==> config.mk <==
export PLATFORM = sky130hd
export DESIGN_NAME = sdram_control_if_flat
export DESIGN_NICKNAME = d
export VERILOG_FILES = /design/src/rtl/sdram_control_if_pkg.sv /design/src/rtl/sdram_control_if_if.sv /design/src/rtl/sdram_control_if_refresh_timer.sv /design/src/rtl/sdram_control_if.sv /design/src/flat_wrapper.sv
export SDC_FILE = /design/constraint.sdc
export NUM_CORES = 1
export LEC_CHECK = 0
export CORE_MARGIN = 2
export CORE_UTILIZATION = 46
export DETAILED_ROUTE_END_ITERATION = 10
export GPL_ROUTABILITY_DRIVEN = 1
export GPL_TIMING_DRIVEN = 0
export PLACE_DENSITY = 0.71
export SLEW_MARGIN = 5
export SYNTH_ARGS = -nofsm -noshare
export SYNTH_HDL_FRONTEND = slang
export SYNTH_SLANG_ARGS = --single-unit
==> constraint.sdc <==
create_clock -name CLK -period 1.8 [get_ports CLK]
set_input_delay 0.36 -clock CLK [delete_from_list [all_inputs] [get_ports CLK]]
set_output_delay 0.36 -clock CLK [all_outputs]
set_load 0.05 [all_outputs]
==> src/rtl/sdram_control_if_pkg.sv <==
// Shared encodings, FSM states and helpers for the SDRAM host control interface.
// Latency: n/a (types and constant functions only).
// Backpressure: n/a.
package sdram_pkg;

    // Host command encodings (3'b110 and 3'b111 decode as NOP)
    localparam logic [2:0] CMD_NOP       = 3'b000;
    localparam logic [2:0] CMD_READA     = 3'b001;
    localparam logic [2:0] CMD_WRITEA    = 3'b010;
    localparam logic [2:0] CMD_REFRESH   = 3'b011;
    localparam logic [2:0] CMD_PRECHARGE = 3'b100;
    localparam logic [2:0] CMD_LOAD_MODE = 3'b101;

    typedef enum logic [2:0] {
        ST_PWR_WAIT,
        ST_PRE,
        ST_REF,
        ST_ACKLOW,
        ST_LMR,
        ST_RUN
    } state_e;

    // One-hot command levels towards the command stage
    typedef struct packed {
        logic reada;
        logic writea;
        logic refresh;
        logic precharge;
        logic load_mode;
    } cmd_lvl_t;

    // Counter width for a count of n, never narrower than one bit
    function automatic int cnt_w(input int n);
        return (n > 1) ? $clog2(n) : 1;
    endfunction

    function automatic cmd_lvl_t decode_cmd(input logic [2:0] cmd);
        cmd_lvl_t lvl;
        lvl = '0;
        case (cmd)
            CMD_READA:     lvl.reada     = 1'b1;
            CMD_WRITEA:    lvl.writea    = 1'b1;
            CMD_REFRESH:   lvl.refresh   = 1'b1;
            CMD_PRECHARGE: lvl.precharge = 1'b1;
            CMD_LOAD_MODE: lvl.load_mode = 1'b1;
            default:       lvl           = '0;
        endcase
        return lvl;
    endfunction

endpackage

==> src/rtl/sdram_control_if_if.sv <==
// Host / command-stage signal bundle for sdram_control_if.
// Latency: n/a (wires only).
// Backpressure: CM_ACK and REF_ACK are the command stage's accept signals.
// Ports: CMD/ADDR/CM_ACK/REF_ACK into the block; decoded levels, SADDR,
//        REF_REQ, INIT_REQ, CMD_ACK, INIT_DONE out of the block.
interface sdram_control_if_if #(parameter int ASIZE = 23);
    logic [2:0]       CMD;
    logic [ASIZE-1:0] ADDR;
    logic             CM_ACK;
    logic             REF_ACK;
    logic             NOP;
    logic             READA;
    logic             WRITEA;
    logic             REFRESH;
    logic             PRECHARGE;
    logic             LOAD_MODE;
    logic [ASIZE-1:0] SADDR;
    logic             REF_REQ;
    logic             INIT_REQ;
    logic             CMD_ACK;
    logic             INIT_DONE;

    // Driver side: host plus command stage (testbench or surrounding logic)
    modport master (
        output CMD, ADDR, CM_ACK, REF_ACK,
        input  NOP, READA, WRITEA, REFRESH, PRECHARGE, LOAD_MODE,
        input  SADDR, REF_REQ, INIT_REQ, CMD_ACK, INIT_DONE
    );

    // The control block itself
    modport slave (
        input  CMD, ADDR, CM_ACK, REF_ACK,
        output NOP, READA, WRITEA, REFRESH, PRECHARGE, LOAD_MODE,
        output SADDR, REF_REQ, INIT_REQ, CMD_ACK, INIT_DONE
    );
endinterface

==> src/rtl/sdram_control_if_refresh_timer.sv <==
// Periodic refresh timer: down-counter raising a single held refresh request.
// Latency: request rises on the edge after the counter reaches zero.
// Backpressure: request holds until ref_ack_i is sampled; further expiries do not queue.
// Ports: clk_i, rst_n_i, en_i (counting enable), ref_ack_i in; ref_req_o out.
module sdram_refresh_timer
    import sdram_pkg::*;
#(
    parameter int REF_PER = 1024
) (
    input  logic clk_i,
    input  logic rst_n_i,
    input  logic en_i,
    input  logic ref_ack_i,
    output logic ref_req_o
);
    localparam int            CW     = cnt_w(REF_PER);
    localparam logic [CW-1:0] RELOAD = CW'(REF_PER - 1);

    logic [CW-1:0] cnt_q, cnt_d;
    logic          req_q, req_d;
    logic          expire;

    always_comb begin
        expire = en_i && (cnt_q == '0);
        cnt_d  = cnt_q;
        req_d  = req_q;
        // Held at the reload value while disabled so the first request
        // lands exactly REF_PER cycles after enable
        if (!en_i || expire) begin
            cnt_d = RELOAD;
        end else begin
            cnt_d = cnt_q - CW'(1);
        end
        // Expiry dominates a simultaneous acknowledge
        if (expire) begin
            req_d = 1'b1;
        end else if (ref_ack_i) begin
            req_d = 1'b0;
        end
    end

    always_ff @(posedge clk_i or negedge rst_n_i) begin
        if (!rst_n_i) begin
            cnt_q <= RELOAD;
            req_q <= 1'b0;
        end else begin
            cnt_q <= cnt_d;
            req_q <= req_d;
        end
    end

    assign ref_req_o = req_q;
endmodule

==> src/rtl/sdram_control_if.sv <==
// Host control interface ahead of the SDRAM command generator: init sequence, command decode, refresh timer.
// Latency: host command to registered level/SADDR in 1 cycle; CMD_ACK one cycle after CM_ACK is sampled.
// Backpressure: levels hold until CM_ACK; after an accept, the host must return CMD to NOP to re-arm.
// Ports: CLK, RESET_N (async active-low); bus (slave modport) carries CMD/ADDR/CM_ACK/REF_ACK in
//        and NOP, one-hot levels, SADDR, REF_REQ, INIT_REQ, CMD_ACK, INIT_DONE out.
module sdram_control_if
    import sdram_pkg::*;
#(
    parameter int ASIZE        = 23,
    parameter int INIT_PER     = 24000,
    parameter int REF_PER      = 1024,
    parameter int INIT_REF_CNT = 8
) (
    input  logic               CLK,
    input  logic               RESET_N,
    sdram_control_if_if.slave  bus
);
    localparam int                  INIT_W    = cnt_w(INIT_PER);
    localparam int                  RCNT_W    = cnt_w(INIT_REF_CNT + 1);
    localparam logic [INIT_W-1:0]   INIT_LAST = INIT_W'(INIT_PER - 1);
    localparam logic [RCNT_W-1:0]   REF_TGT   = RCNT_W'(INIT_REF_CNT);

    state_e            state_q, state_d;
    logic [INIT_W-1:0] init_cnt_q, init_cnt_d;
    logic [RCNT_W-1:0] ref_cnt_q, ref_cnt_d;
    cmd_lvl_t          lvl_q, lvl_d;
    logic [ASIZE-1:0]  saddr_q, saddr_d;
    logic              init_req_q, init_req_d;
    logic              init_done_q, init_done_d;
    logic              cmd_ack_q, cmd_ack_d;
    logic              blocked_q, blocked_d;

    cmd_lvl_t          host_lvl;
    logic              host_nop;

    assign host_lvl = decode_cmd(bus.CMD);
    assign host_nop = (host_lvl == '0);

    always_comb begin
        state_d     = state_q;
        init_cnt_d  = init_cnt_q;
        ref_cnt_d   = ref_cnt_q;
        lvl_d       = lvl_q;
        saddr_d     = saddr_q;
        init_req_d  = init_req_q;
        init_done_d = init_done_q;
        cmd_ack_d   = 1'b0;
        blocked_d   = blocked_q;

        case (state_q)
            ST_PWR_WAIT: begin
                if (init_cnt_q == INIT_LAST) begin
                    init_req_d      = 1'b0;
                    lvl_d           = '0;
                    lvl_d.precharge = 1'b1;
                    state_d         = ST_PRE;
                end else begin
                    init_cnt_d = init_cnt_q + INIT_W'(1);
                end
            end
            ST_PRE: begin
                if (bus.CM_ACK) begin
                    lvl_d.precharge = 1'b0;
                    state_d         = ST_ACKLOW;
                end
            end
            ST_REF: begin
                if (bus.CM_ACK) begin
                    lvl_d.refresh = 1'b0;
                    ref_cnt_d     = ref_cnt_q + RCNT_W'(1);
                    state_d       = ST_ACKLOW;
                end
            end
            ST_ACKLOW: begin
                // The refresh count is still zero straight after PRECHARGE,
                // so one compare covers both "after PRE" and "more refreshes due"
                if (!bus.CM_ACK) begin
                    if (ref_cnt_q < REF_TGT) begin
                        lvl_d.refresh = 1'b1;
                        state_d       = ST_REF;
                    end else begin
                        lvl_d.load_mode = 1'b1;
                        saddr_d         = '0;
                        state_d         = ST_LMR;
                    end
                end
            end
            ST_LMR: begin
                saddr_d = '0;
                if (bus.CM_ACK) begin
                    lvl_d.load_mode = 1'b0;
                    init_done_d     = 1'b1;
                    state_d         = ST_RUN;
                end
            end
            ST_RUN: begin
                if (lvl_q != '0) begin
                    // A level in flight keeps its original command even if
                    // the host changes CMD; only an accept or NOP drops it
                    if (bus.CM_ACK) begin
                        lvl_d     = '0;
                        cmd_ack_d = 1'b1;
                        blocked_d = 1'b1;
                    end else if (host_nop) begin
                        lvl_d = '0;
                    end
                end else if (host_nop) begin
                    blocked_d = 1'b0;
                end else if (!blocked_q) begin
                    lvl_d   = host_lvl;
                    saddr_d = bus.ADDR;
                end
            end
            default: begin
                state_d = ST_PWR_WAIT;
            end
        endcase
    end

    always_ff @(posedge CLK or negedge RESET_N) begin
        if (!RESET_N) begin
            state_q     <= ST_PWR_WAIT;
            init_cnt_q  <= '0;
            ref_cnt_q   <= '0;
            lvl_q       <= '0;
            saddr_q     <= '0;
            init_req_q  <= 1'b1;
            init_done_q <= 1'b0;
            cmd_ack_q   <= 1'b0;
            blocked_q   <= 1'b0;
        end else begin
            state_q     <= state_d;
            init_cnt_q  <= init_cnt_d;
            ref_cnt_q   <= ref_cnt_d;
            lvl_q       <= lvl_d;
            saddr_q     <= saddr_d;
            init_req_q  <= init_req_d;
            init_done_q <= init_done_d;
            cmd_ack_q   <= cmd_ack_d;
            blocked_q   <= blocked_d;
        end
    end

    sdram_refresh_timer #(
        .REF_PER (REF_PER)
    ) u_ref_timer (
        .clk_i     (CLK),
        .rst_n_i   (RESET_N),
        .en_i      (init_done_q),
        .ref_ack_i (bus.REF_ACK),
        .ref_req_o (bus.REF_REQ)
    );

    assign bus.READA     = lvl_q.reada;
    assign bus.WRITEA    = lvl_q.writea;
    assign bus.REFRESH   = lvl_q.refresh;
    assign bus.PRECHARGE = lvl_q.precharge;
    assign bus.LOAD_MODE = lvl_q.load_mode;
    assign bus.NOP       = ~|lvl_q;
    assign bus.SADDR     = saddr_q;
    assign bus.INIT_REQ  = init_req_q;
    assign bus.CMD_ACK   = cmd_ack_q;
    assign bus.INIT_DONE = init_done_q;
endmodule

==> src/flat_wrapper.sv <==
// flat-port wrapper written by rule: the top's interface ports become plain ports
module sdram_control_if_flat import sdram_pkg::*;
#(
    parameter int ASIZE        = 23,
    parameter int INIT_PER     = 24000,
    parameter int REF_PER      = 1024,
    parameter int INIT_REF_CNT = 8
)
  (CLK, RESET_N, bus_CMD, bus_ADDR, bus_CM_ACK, bus_REF_ACK, bus_NOP, bus_READA, bus_WRITEA, bus_REFRESH, bus_PRECHARGE, bus_LOAD_MODE, bus_SADDR, bus_REF_REQ, bus_INIT_REQ, bus_CMD_ACK, bus_INIT_DONE);
  sdram_control_if_if #(.ASIZE(ASIZE)) bus_i ();
  input  logic CLK;
  input  logic RESET_N;
  input wire logic [$bits(bus_i.CMD)-1:0] bus_CMD;
  input wire logic [$bits(bus_i.ADDR)-1:0] bus_ADDR;
  input wire logic [$bits(bus_i.CM_ACK)-1:0] bus_CM_ACK;
  input wire logic [$bits(bus_i.REF_ACK)-1:0] bus_REF_ACK;
  output wire logic [$bits(bus_i.NOP)-1:0] bus_NOP;
  output wire logic [$bits(bus_i.READA)-1:0] bus_READA;
  output wire logic [$bits(bus_i.WRITEA)-1:0] bus_WRITEA;
  output wire logic [$bits(bus_i.REFRESH)-1:0] bus_REFRESH;
  output wire logic [$bits(bus_i.PRECHARGE)-1:0] bus_PRECHARGE;
  output wire logic [$bits(bus_i.LOAD_MODE)-1:0] bus_LOAD_MODE;
  output wire logic [$bits(bus_i.SADDR)-1:0] bus_SADDR;
  output wire logic [$bits(bus_i.REF_REQ)-1:0] bus_REF_REQ;
  output wire logic [$bits(bus_i.INIT_REQ)-1:0] bus_INIT_REQ;
  output wire logic [$bits(bus_i.CMD_ACK)-1:0] bus_CMD_ACK;
  output wire logic [$bits(bus_i.INIT_DONE)-1:0] bus_INIT_DONE;
  assign bus_i.CMD = bus_CMD;
  assign bus_i.ADDR = bus_ADDR;
  assign bus_i.CM_ACK = bus_CM_ACK;
  assign bus_i.REF_ACK = bus_REF_ACK;
  assign bus_NOP = bus_i.NOP;
  assign bus_READA = bus_i.READA;
  assign bus_WRITEA = bus_i.WRITEA;
  assign bus_REFRESH = bus_i.REFRESH;
  assign bus_PRECHARGE = bus_i.PRECHARGE;
  assign bus_LOAD_MODE = bus_i.LOAD_MODE;
  assign bus_SADDR = bus_i.SADDR;
  assign bus_REF_REQ = bus_i.REF_REQ;
  assign bus_INIT_REQ = bus_i.INIT_REQ;
  assign bus_CMD_ACK = bus_i.CMD_ACK;
  assign bus_INIT_DONE = bus_i.INIT_DONE;
  sdram_control_if #(.ASIZE(ASIZE), .INIT_PER(INIT_PER), .REF_PER(REF_PER), .INIT_REF_CNT(INIT_REF_CNT)) u_core (.CLK(CLK), .RESET_N(RESET_N), .bus(bus_i));
endmodule
# Yosys cells after proc, flatten, opt, wreduce, memory -nomap -nowiden
# Cells that the tools add are included.
# Widths: inputs -> output; s select.
# word_totals
inputBits	30
out_inout_bits	33
reg_bits	65
# op_classes
muxes	41
bitwise	2
n_addsub	3
n_lt_le_gt_ge	1
eq_ne	26
n_reduce_logical	28
# op_table
op	count
$mux 23	5
$pmux 23 s3	1
$mux 5	6
$mux 1	18
$ne 2x2->1 const B	9
$reduce_and 8->1	2
$add 15x1->15 const B	1
$eq 15x15->1 const B	1
$mux 3	5
$pmux 3 s5	1
$eq 3x2->1 const B	4
$eq 3x3->1 const B	4
$reduce_and 6->1	2
$logic_not 10->1	1
$mux 10	1
$reduce_and 5->1	2
$sub 10x1->10 const B	1
$pmux 1 s4	2
$reduce_and 2->1	4
$reduce_bool 4->1	2
$eq 3x1->1 const B	2
$ne 2x1->1 const B	3
$ne 3x3->1 const B	2
$reduce_bool 2->1	3
16 further kinds	19

# Depth between registers and ports, before layout
# logic_depth
ltp_word	7
mapped_depth	7
mapped_depth_nobuf	6

# Hierarchy
# From an unflattened synthesis, not the netlist that was laid out.
# unflattened
cells_unflattened	296
hier_area_um2	3011.6
# modules_own_cells
mod	instances	cells_per_inst	area_per_inst_um2	seq_area_each_um2
sdram_control_if	1	247	2474.9	1352.5
sdram_refresh_timer	1	49	536.8	287.8

# Least setup slack after synthesis
# Ideal clock, no wire load.
# synth_path
path_kind	flip-flop to flip-flop
from	register u_core.lvl_q, in the netlist u_core.bus.PRECHARGE
to	register u_core.saddr_q[0] (netlist: u_core.bus.SADDR[0])
n_path_buf	1
arrival_ns	2.202
stages_incl_launch_ff	8
required_time_ns	1.721
path_slack_ns	-0.482
cell_sequence	dfrtp_1 > nor3_1 > nand2_1 > inv_1 > a21oi_1 > o21ai_2 > buf_2 > mux2i_1
# synth_via
elab_chain_cells	3
# synth_lines
element	line_no	source
start, declared	sdram_control_if.sv:26	cmd_lvl_t lvl_q, lvl_d;
start signal, assigned	sdram_control_if.sv:135	lvl_q <= lvl_d;
$reduce_bool 5->1	sdram_control_if.sv:97	if (lvl_q != '0) begin
$ne 2x2->1 (no source line)	--	
$reduce_and 6->1 (no source line)	--	
end signal, assigned	sdram_control_if.sv:136	saddr_q <= saddr_d;
end, declared	sdram_control_if.sv:27	logic [ASIZE-1:0] saddr_q, saddr_d;
# No other way between the ends.
# A chain may end at the register's enable or synchronous reset.

# Worst setup path after layout
# layout_path
from	register u_core.init_cnt_q[13]
to	register u_core.lvl_q, in the netlist u_core.bus.REFRESH
# layout_via
elab_chain_cells	3
# layout_lines
element	line_no	source
start, declared	sdram_control_if.sv:24	logic [INIT_W-1:0] init_cnt_q, init_cnt_d;
start signal, assigned	sdram_control_if.sv:133	init_cnt_q <= init_cnt_d;
$eq 15x15->1	sdram_control_if.sv:52	if (init_cnt_q == INIT_LAST) begin
$ne 2x1->1 (no source line)	--	
$reduce_and 8->1 (no source line)	--	
# No other way between the ends.

==> flow_summary.yaml <==
sta:
  slew_violations: 0
  hold_violations: 0
  setup_viol_count_final: 5
  final.setup_skew_ns: 0.00840
  slew_headroom_pct: 46.5
  fin_ws_ns: -0.0861
  fmax_mhz: 530
  tightestPinTransition_ns: 0.803
  rsz0062_at_grt: "true"
  period_share_pct: 105
  fin_crit_ns: 1.89
synthesis:
  syn_inst: 311
  synth_edf_count: 0
  synthesis.area_mm2: 0.00316
  synth_top_family_by_area: "simple AND/OR/NAND/NOR gates"
  postSynthAreaPerCell_um2: 10.1
  synth-xor-area-share_pct: 6.38
  synth_fa_ha_area_share_pct: 1.59
  synth_warnings: 0
  synth_seq_cells: 65
  synth-compound-area-share_pct: 5.67
  synth_fp_nets: 345
  ys_seq_area_share_pct: 52.0
  synth-main-ff-cell: "dfrtp_1"
  synthSimpleGateAreaFrac_pct: 18.8
  synthMuxAreaShare_pct: 10.1
  ys_async_sr_fraction_pct: 100
  synth_cell_types: 46
clock_tree:
  cts_tree: "yes"
  clockBufferDepth: 2
  clockRootBuffer: "clkbuf_8"
  numCtsBuffers: 9
  h-tree-depth: 3
  clk_pin_slew_worst_paths_ns: 0.08
  worstSkewPairLatency_ns: 0.34
  cts.sink_count: 65
  cts_hold_buf: 0
die:
  dieArea_mm2: 0.00754
  start_util_pct: 47.0
  die_x_um: 86.8
  num_rows: 30
  die_h_um: 86.8
  io_pins: 63
  core-area_mm2: 0.00672
global_route:
  grt-ovfl-total: 0
  grtUsageTotal_pct: 19.0
  first_global_vias: 2386
  grt_pass1_wl_um: 11100
  grt_max_degree: 66
  antenna_found_initial: 0
finish:
  n_fill_cell: 547
  multi_input_area_mm2: 0.00149
  diodes: 0
  final_cells: 478
  final-seq-area_mm2: 0.00165
  finish.utilization_pct: 64.4
  syn_to_final_growth_pct: 37.1
  drive_gt1_share_pct: 22.1
  nets: 427
routing:
  totalWireLength_um: 6800
  drt-wirelength-per-cell_um: 14.2
  routed_via_density: 5.13
  remaining_drc_errors: 0
  num_vias: 2452
  drtPass1Iterations: 4
  postRouteAntennaNets: 0
  drt_iter0_drc: 115
placement:
  dp_slack_ns: -0.718
  dp.cells: 451
  place_congestion: 0.756
  dp_hpwl_um: 4490
  port_buffers: 60
critical_path:
  r2r_slack_ns: -0.09
  critPathMaxFanout: 5
  crit_path_start_kind: "register"
  worstPathArrival_ns: 2.10
  ff2ff_path_depth: 5
  r2r_start: "u_core.init_cnt_q[13]"
  r2r_end: "u_core.bus.REFRESH"
  cp.required_ns: 2.01
  end_kind: "register"
  critical_path_class: "reg2reg"
flow_run:
  cap_violations: 0
power:
  combPwrFrac_pct: 48.5
  clkPwrFrac_pct: 22.3
  seq_power_share_pct: 29.2
  power_density_mw_per_mm2: 1570
  p_sw_w: 0.00290
  p_int_w: 0.00390
  switching_share_pct: 42.7
  leakage_nw: 2.04
  peakVddDrop_uv: 1230
run_status:
  status: "finished with violations"
  violations: "negative setup slack"
hold_path:
  hold_class: "in2async"
[metrics by stage]
step | total power (W) | cell area (um2) | setup TNS [ns] | hold WS (ns)
after floorplan | 0.00426 | 3220 | -1.50 | 0.0644
after global placement | 0.00520 | 3920 | -123.37 | 0.442
after detailed placement | 0.00526 | 3920 | -16.14 | 0.444
after CTS | 0.00670 | 4240 | -0.273 | 0.133
after global routing | 0.00714 | 4330 | -2.16 | 0.163
final | 0.00681 | 4330 | -0.338 | 0.104
[worst max-delay path, stage by stage, from the launching register on]
cell and delay, ns:
dfrtp_1 0.40, or3_4 0.41, nor4_4 0.29, nor2_4 0.10, a211oi_2 0.24, mux2_4 0.32
[power by group through the flow]
stage                     Combinational [W]  Sequential [W]  Clock [W]
final                               0.00330         0.00199    0.00152
after global routing                0.00350         0.00202    0.00162
after CTS                           0.00317         0.00198    0.00155
after detailed placement            0.00325         0.00201          0
after global placement              0.00320         0.00200          0
after floorplan                     0.00113         0.00313          0
[final cells by class]
class | instances | area share [%]
Inverter | 30 | 2.69
Clock inverter | 6 | 2.66
Timing Repair Buffer | 73 | 15.3
Tap cell | 80 | 2.31
Multi-Input combinational cell | 204 | 34.4
Clock buffer | 10 | 2.95
Buffer | 10 | 1.59
Sequential cell | 65 | 38.1
[per-layer routing]
metal,part of all wire (%),GRT usage [%],vias up
met5,0,0,-
li1,-,-,1207
met2,46,30.1,70
met3,5.9,4.38,10
met1,46,24.8,1165
met4,2.0,8.38,0
[layout by cell type (no fill, tap or decap), drive strengths merged, types with 5 or more instances in the layout]
cell           instances
nand2                 52
xnor2                 15
nor3                  10
mux2                   6
xor2                   8
nand3                  7
buf                   21
a21oi                  5
dfrtp                 54
o21ai                  8
nor2                  18
inv                   30
dlygate4sd2           33
a211oi                 5
clkbuf                14
mux2i                 25
dfstp                 11
nand4                  8
clkdlybuf4s50         25
[cells by family after synthesis]
logic type | after synthesis
compound gates | 27
xor+xnor | 23
fa+ha+maj | 4
buf+inv | 42
flops | 65
mux | 31
simple gates | 119
[what timing repair did]
item	in CTS	in global routing
buffers inserted	9	4
endpoints found under the setup margin	63	34
resized for setup	57	15
pin swaps	3	4
[cell usage after synthesis, types with 3 or more instances]
| library cell | n | area share [%] |
|---|---|---|
| nand2_1 | 52 | 6.2 |
| nor2_1 | 17 | 2.0 |
| nand4_1 | 8 | 1.6 |
| xnor2_1 | 15 | 4.2 |
| and3_1 | 3 | 0.59 |
| or3_1 | 3 | 0.59 |
| dfstp_2 | 11 | 9.2 |
| nand3_1 | 7 | 1.1 |
| nor3_1 | 10 | 1.6 |
| mux2i_1 | 25 | 7.9 |
| o21ai_0 | 7 | 1.1 |
| a21oi_1 | 5 | 0.79 |
| mux2_2 | 5 | 1.8 |
| ha_1 | 4 | 1.6 |
| o22ai_1 | 3 | 0.59 |
| a211oi_1 | 4 | 0.95 |
| dfrtp_1 | 54 | 43 |
| xor2_1 | 8 | 2.2 |
| nor2b_1 | 3 | 0.59 |
| inv_1 | 30 | 3.6 |
| buf_2 | 6 | 0.95 |
[worst max-delay path by stage]
stage,to,depth (start not counted),start,slack [ns]
floorplan,u_core.bus.SADDR[0],7,u_core.bus.WRITEA,-0.07
CTS,u_core.bus.READA,5,u_core.init_cnt_q[13],-0.07
global placement,u_core.bus.REFRESH,1,RESET_N,-2.05
detailed placement,u_core.bus.WRITEA,6,bus_CMD[0],-0.72
finish,u_core.bus.REFRESH,5,u_core.init_cnt_q[13],-0.09
global route,u_core.bus.REFRESH,5,u_core.init_cnt_q[13],-0.14
[registers in the layout, summed over array words and instances (netlist names), 3 cells and up]
name                      cells
u_core.init_cnt_q            15
u_core.state_q                3
u_core.u_ref_timer.cnt_q     10
u_core.bus.SADDR             23
u_core.ref_cnt_q              4
No activity file was read; power rests on OpenSTA's default activity.
